[src/rtl/gpio_emu.sv]
// Memory-mapped GPIO emulator: operand/product registers around a 24x24 shift-add
// multiplier, a completion counter mirrored on gpio_out, and a GPIO input snapshot.
module gpio_emu (
   input  logic        clk,
   input  logic        n_reset,
   input  logic [15:0] saddress,
   input  logic        srd,
   input  logic        swr,
   input  logic [31:0] sdata_in,
   output logic [31:0] sdata_out,
   input  logic [31:0] gpio_in,
   input  logic        gpio_latch,
   output logic [31:0] gpio_out,
   output logic [31:0] gpio_in_s_insp
);

   localparam logic [15:0] ADDR_A1  = 16'h0430;
   localparam logic [15:0] ADDR_A2  = 16'h0438;
   localparam logic [15:0] ADDR_WL  = 16'h0440;
   localparam logic [15:0] ADDR_WH  = 16'h0448;
   localparam logic [15:0] ADDR_B   = 16'h0450;
   localparam logic [15:0] ADDR_CNT = 16'h0458;

   logic        srd_reg, swr_reg, latch_reg;
   logic [23:0] a1_reg, a2_reg;
   logic [23:0] mplier_reg;
   logic [47:0] mcand_reg, acc_reg, prod_reg;
   logic [4:0]  iter_reg;
   logic        busy_reg, done_reg;
   logic [31:0] cnt_reg;

   logic        rd_edge, wr_edge, latch_edge;
   logic [47:0] acc_next;
   logic [31:0] rd_data;
   logic        unused_bits;

   assign rd_edge     = srd & ~srd_reg;
   assign wr_edge     = swr & ~swr_reg;
   assign latch_edge  = gpio_latch & ~latch_reg;
   assign gpio_out    = cnt_reg;
   assign unused_bits = ^sdata_in[31:24];

   // One multiplier bit per cycle, LSB first; multiplicand shifts left alongside.
   assign acc_next = mplier_reg[0] ? (acc_reg + mcand_reg) : acc_reg;

   always_comb begin
      rd_data = 32'h0;
      case (saddress)
         ADDR_A1:  rd_data = {8'h0, a1_reg};
         ADDR_A2:  rd_data = {8'h0, a2_reg};
         ADDR_WL:  rd_data = prod_reg[31:0];
         ADDR_WH:  rd_data = {16'h0, prod_reg[47:32]};
         ADDR_B:   rd_data = {30'h0, done_reg, busy_reg};
         ADDR_CNT: rd_data = cnt_reg;
         default:  rd_data = 32'h0;
      endcase
   end

   always_ff @(posedge clk) begin
      if (n_reset) begin
         srd_reg        <= 1'b0;
         swr_reg        <= 1'b0;
         latch_reg      <= 1'b0;
         a1_reg         <= '0;
         a2_reg         <= '0;
         mplier_reg     <= '0;
         mcand_reg      <= '0;
         acc_reg        <= '0;
         prod_reg       <= '0;
         iter_reg       <= '0;
         busy_reg       <= 1'b0;
         done_reg       <= 1'b0;
         cnt_reg        <= '0;
         sdata_out      <= '0;
         gpio_in_s_insp <= '0;
      end else begin
         srd_reg   <= srd;
         swr_reg   <= swr;
         latch_reg <= gpio_latch;

         if (latch_edge)
            gpio_in_s_insp <= gpio_in;

         // A simultaneous write edge wins; the read is dropped and sdata_out holds.
         if (rd_edge && !wr_edge)
            sdata_out <= rd_data;

         if (busy_reg) begin
            acc_reg    <= acc_next;
            mcand_reg  <= {mcand_reg[46:0], 1'b0};
            mplier_reg <= {1'b0, mplier_reg[23:1]};
            iter_reg   <= iter_reg + 5'd1;
            if (iter_reg == 5'd23) begin
               prod_reg <= acc_next;
               busy_reg <= 1'b0;
               done_reg <= 1'b1;
               cnt_reg  <= cnt_reg + 32'd1;
            end
         end else if (wr_edge) begin
            case (saddress)
               ADDR_A1: a1_reg <= sdata_in[23:0];
               ADDR_A2: begin
                  a2_reg     <= sdata_in[23:0];
                  mplier_reg <= sdata_in[23:0];
                  mcand_reg  <= {24'h0, a1_reg};
                  acc_reg    <= '0;
                  iter_reg   <= '0;
                  busy_reg   <= 1'b1;
                  done_reg   <= 1'b0;
               end
               default: ;
            endcase
         end
      end
   end

endmodule

[config.mk]
export PLATFORM = sky130hd
export DESIGN_NAME = gpio_emu
export DESIGN_NICKNAME = d
export VERILOG_FILES = /design/src/rtl/gpio_emu.sv
export SDC_FILE = /design/constraint.sdc
export NUM_CORES = 1
export LEC_CHECK = 0
export CAP_MARGIN = 10
export CORE_MARGIN = 2
export CORE_UTILIZATION = 56
export DETAILED_ROUTE_END_ITERATION = 8
export PLACE_DENSITY = 0.86
export SYNTH_ARGS = -nofsm -noshare
export SYNTH_HDL_FRONTEND = slang
export SYNTH_SLANG_ARGS = --single-unit
export TNS_END_PERCENT = 10
[constraint.sdc]
create_clock -name clk -period 4 [get_ports clk]
set_input_delay 0.8 -clock clk [delete_from_list [all_inputs] [get_ports clk]]
set_output_delay 0.8 -clock clk [all_outputs]
set_load 0.005 [all_outputs]
== Word-level counts from Yosys, hierarchy flattened ==
Index checks and enable logic that the tools add are counted.

* Register bits: 322
* Latch bits: 0
* RAM bits: 0
* Memory bits (read-only): 0
* Input port bits: 85
* Output and inout port bits: 96
* Word-level logic and storage cells: 68
* Memories: 0

* Add/sub/neg operators: 3
* Multipliers: 0
* Divide/modulo/power cells: 0
* Order comparisons: 0
* Eq/ne operators: 8
* Shifts and indexed selects: 0
* Multiplexer cells: 22
* Bitwise logic cells: 7
* Reduce and logical (&&, ||, !) cells: 11

{| class="wikitable"
|+ Operator list
! kind !! count
|-
| $mux W48 || 7
|-
| $pmux W32 S6 || 1
|-
| $eq A16 B11 Y1 const B || 6
|-
| $mux W23 || 3
|-
| $add A48 B48 Y48 || 1
|-
| $add A32 B1 Y32 const B || 1
|-
| $mux W5 || 3
|-
| $reduce_and A3 Y1 || 3
|-
| $mux W1 || 8
|-
| $reduce_and A2 Y1 || 3
|-
| $add A5 B1 Y5 const B || 1
|-
| $eq A5 B5 Y1 const B || 1
|-
| $not A1 Y1 || 4
|-
| $reduce_bool A2 Y1 || 2
|-
| $and A1 B1 Y1 || 3
|-
| $ne A2 B1 Y1 const B || 1
|-
| $reduce_or A2 Y1 || 1
|-
| $logic_and A1 B1 Y1 || 1
|-
| $logic_not A1 Y1 || 1
|}

== Logic depth before layout (Yosys ltp) ==
* Depth in word-level cells: 4
* Gate-level depth with buffers: 12
* Gate-level depth less buffers: 12

== Worst setup path after synthesis ==
OpenSTA, ideal clock, no wires.

* Kind: register to register
* From: reg mcand_reg[0]
* To: reg prod_reg[42]
* Setup time: 0.134 ns
* Arrival: 2.832 ns
* Data required time: 3.866 ns
* Path slack: 1.034 ns
* Cell stages (with the launch flop): 13
* Buffers on the path: 0
* Clock period less this slack: 2.966 ns
* Path through: dfxtp_1 -> ha_1 -> fa_1 -> a211oi_1 -> o21ai_1 -> a211oi_1 -> o31ai_1 -> a31o_2 -> nand4_1 -> a21oi_1 -> or3_1 -> a31oi_1 -> a211oi_1

* Cells in the longest elaborated chain, start to end: 2

{| class="wikitable"
|+ Ends and longest elaborated chain
! item !! RTL line !! text
|-
| start: declaration || 27 || <nowiki>logic [47:0] mcand_reg, acc_reg, prod_reg;</nowiki>
|-
| start signal: assignment || 90 || <nowiki>mcand_reg <= {mcand_reg[46:0], 1'b0};</nowiki>
|-
| start signal: assignment || 105 || <nowiki>mcand_reg <= {24'h0, a1_reg};</nowiki>
|-
| $add A48 B48 Y48 || 44 || <nowiki>assign acc_next = mplier_reg[0] ? (acc_reg + mcand_reg) : acc_reg;</nowiki>
|-
| $mux W48 || 44 ||
|-
| end signal: assignment || 94 || <nowiki>prod_reg <= acc_next;</nowiki>
|-
| end: declaration || 27 ||
|}

No other way between the ends.
A chain may end at the register's enable or synchronous reset.

== Final worst setup path ==
Same ends and word-level chain as after synthesis.

==> impl_metrics.ini <==
[placed_design]
postPlaceCellArea_um2 = 17300
dp_hpwl_um = 33200
place_congestion = 0.949
port_buffers = 172

[synth]
synthFlopType = dfxtp_1
synth.distinct_cells = 62
synth_edf_count = 0
syn_avg_cell_area_um2 = 7.98
ys_ff_latch = 322
yosysSeqAreaShare = 0.419
yosys_warnings = 0
netlist_area_um2 = 15400
syn_inst = 1929
async_reset_ff_frac = 0
synth_fp_nets = 2064

[worst_setup_path]
crit_family = compound AO/OA/AOI/OAI gates
crit_path_max_incr_delay_ns = 0.44
endpoint_kind = register
critPathLaunchType = register
path_class = reg -> reg
crit_path_top_delay_cell = fa_1
cp_num_buf_inv = 0
path_cells = ha_1 -> fa_1 -> a211oi_1 -> o21ai_1 -> a211oi_1 -> o31ai_1 -> a31o_2 -> nand4_1 -> a21oi_1 -> or3_1 -> a31oi_1 -> a211oi_1
cp_max_fo = 4
required_ns = 4.36
crit_arrival_ns = 3.95
crit_top_cell = a211oi_1

[layout]
utilization = 0.688
num_antenna_cells = 0
nets = 2162
final_cell_area_um2 = 18500
fill_cells = 2035
syn_to_final_growth_pct = 20.4
drive_gt1_frac = 0.0623

[min_path]
min_path_type = reg -> reg

[timing]
timing.final.hold_violations = 0
tightest_slew_ns = 1.25
slew_headroom = 0.165
setup_viol = 0
grt_setup_unrepaired = no
fin_skew_ns = 0.0277
fin_crit_ns = 3.59
tns_ns = 0
fmax_mhz = 279
fin_hold_ws_ns = 0.452
slew_viol_final = 0
fin_crit_sh = 0.897

[clock_tree]
clk_pin_slew_ns = 0.06
clockBufferDepth = 3
cts_inserted_buffers = 35
clockRootBuffer = clkbuf_16
htree_levels = 2
cts_sinks = 322
cts_setup_buffers = 0
clock_latency_ns = 0.53
hold_buffers = 0
cts_resized = 0
tritoncts = yes

[route]
first_iter_violations = 1771
drc = 14
finalWirelength_um = 49000
vias_per_cell = 6.34
wl_per_cell_um = 20.5
antenna_left = 0
vias = 15177
dr.pass1.iters = 9

[global_routing]
grt_max_degree = 157
antenna_found_initial = 0
grt_pass1_vias = 14231
grt_overflow = 0
grt_pass1_wl_um = 76300
grtUsageTotal = 0.331

[die]
start_util = 0.571
die_w_um = 170
die-area_um2 = 28800
core_region_area_um2 = 27000
io_pins = 181
num_rows = 60
die_height_um = 170

[power_and_ir_drop]
power.density_nw_per_um2 = 371
leakagePower_nw = 7.04
power.total_mw = 6.87
ir_drop_mv = 0.354

[outcome]
violations = design-rule violations
status = complete, but fails checks

[run]
cap_violations = 0
-- logic make-up (layout without fill, tap and decap cells) --
group                      count (synthesis)  in the layout  synth area share
and+or+nand+nor                          711            711             0.202
DFF                                      322            322             0.419
xor gates and xnor gates                  64             64            0.0364
buffers and inverters                    171            295            0.0417
muxes                                     29             29            0.0201
adders and majority gates                 50             50            0.0411
AOI/OAI and AO/OA                        582            582             0.239
-- worst register-to-register path, delay by kind of cell, from the launching register on --
family	cells	cell delay [ns]
flip-flops	1	0.33
AND/OR/NAND/NOR	2	0.45
adder cells (fa/ha/maj)	2	0.70
AO/OA/AOI/OAI	8	1.94
-- worst paths after layout --
check / from / endpoint / slack, ns / cells after the start
worst min register to register: gpio_in_s_insp[24] / gpio_in_s_insp[24] / 0.45 / 2
worst max register to register: mcand_reg[0] / prod_reg[42] / 0.41 / 12
worst max-delay path: mcand_reg[0] / prod_reg[42] / 0.41 / 12
worst min-delay path: gpio_in_s_insp[24] / gpio_in_s_insp[24] / 0.45 / 2
-- where the power goes --
group | internal [mW] | leakage (nW) | total (mW) | switching, mW
Sequential | 3.23 | 2.60 | 3.24 | 0.0109
Combinational | 0.121 | 3.85 | 0.252 | 0.131
Clock | 2.02 | 0.587 | 3.38 | 1.37
-- area by class of cell --
class / instances / area [um2] / share of cell area
repair buffers: 204 / 2010 / 0.108
flip-flops and latches: 322 / 6450 / 0.348
multi-input cells: 1436 / 8340 / 0.450
inverters: 28 / 105 / 0.00567
well taps: 341 / 427 / 0.0230
clock buffers: 47 / 992 / 0.0535
clock inverters: 16 / 208 / 0.0112
-- cell usage in the layout, fill, tap and decap left out, drive strengths merged, types with 9 or more instances in the layout --
master           n
or3             11
clkinv           9
buf             32
nor2           252
clkdlybuf4s50  171
o21bai           9
and3            49
nand4           26
a21oi          271
nor3            43
mux2            15
ha              49
a21o            40
xor2            33
nor4             9
a211oi          30
clkbuf          48
inv             29
nand2          252
a31oi           10
dfxtp          322
a222oi          14
nand3           31
mux2i           14
a22oi           70
a311oi          19
nor2b           11
xnor2           31
o21ai           64
a22o            11
-- metrics by stage --
stage | setup WS [ns] | std cells
global placement | 0.455 | 2330
finish | 0.411 | 2394
floorplan | 1.03 | 1929
CTS | 0.447 | 2393
detailed placement | 0.464 | 2330
global route | 0.241 | 2394
-- cells in the mapped netlist (2+ instances only) --
cell	count	area [um2]
o21bai_1	9	67.6
a221oi_1	5	43.8
buf_1	6	22.5
o21ai_1	23	115
dfxtp_1	322	6450
a211oi_1	29	218
nand2b_1	7	43.8
o31ai_1	4	30.0
o21ai_2	2	17.5
or3_1	11	68.8
o31a_1	3	26.3
o21a_1	8	60.1
ha_1	49	613
nor2b_1	11	68.8
a211o_1	2	17.5
a222oi_1	14	140
mux2_2	15	169
a21oi_1	271	1360
a22o_1	11	96.3
and3_1	49	307
clkbuf_1	137	514
nand2_1	252	946
nor2_1	252	946
mux2i_1	14	140
inv_1	28	105
or2_2	2	12.5
nor3_1	43	215
xor2_1	33	289
and2_1	8	50.1
nor4_1	9	56.3
a31oi_1	10	62.6
and4_1	4	35.0
a21o_1	40	300
a21boi_1	2	15.0
a2bb2oi_1	2	17.5
xnor2_1	31	272
a221oi_4	2	52.6
a22oi_1	70	526
o22ai_1	4	25.0
nand4_1	26	163
a311oi_1	19	166
o21ai_0	39	195
nand3_1	31	155
a31o_2	2	17.5
-- per-layer routing --
layer	vias up	wire, um	share of wire	global-route usage
li1	7047	-	-	-
met1	7175	19400	0.40	0.425
met2	788	21900	0.45	0.527
met3	167	4900	0.10	0.0667
met4	0	2730	0.056	0.177
met5	-	0	0	0
Note: power is estimated with default switching activity, not from simulation.
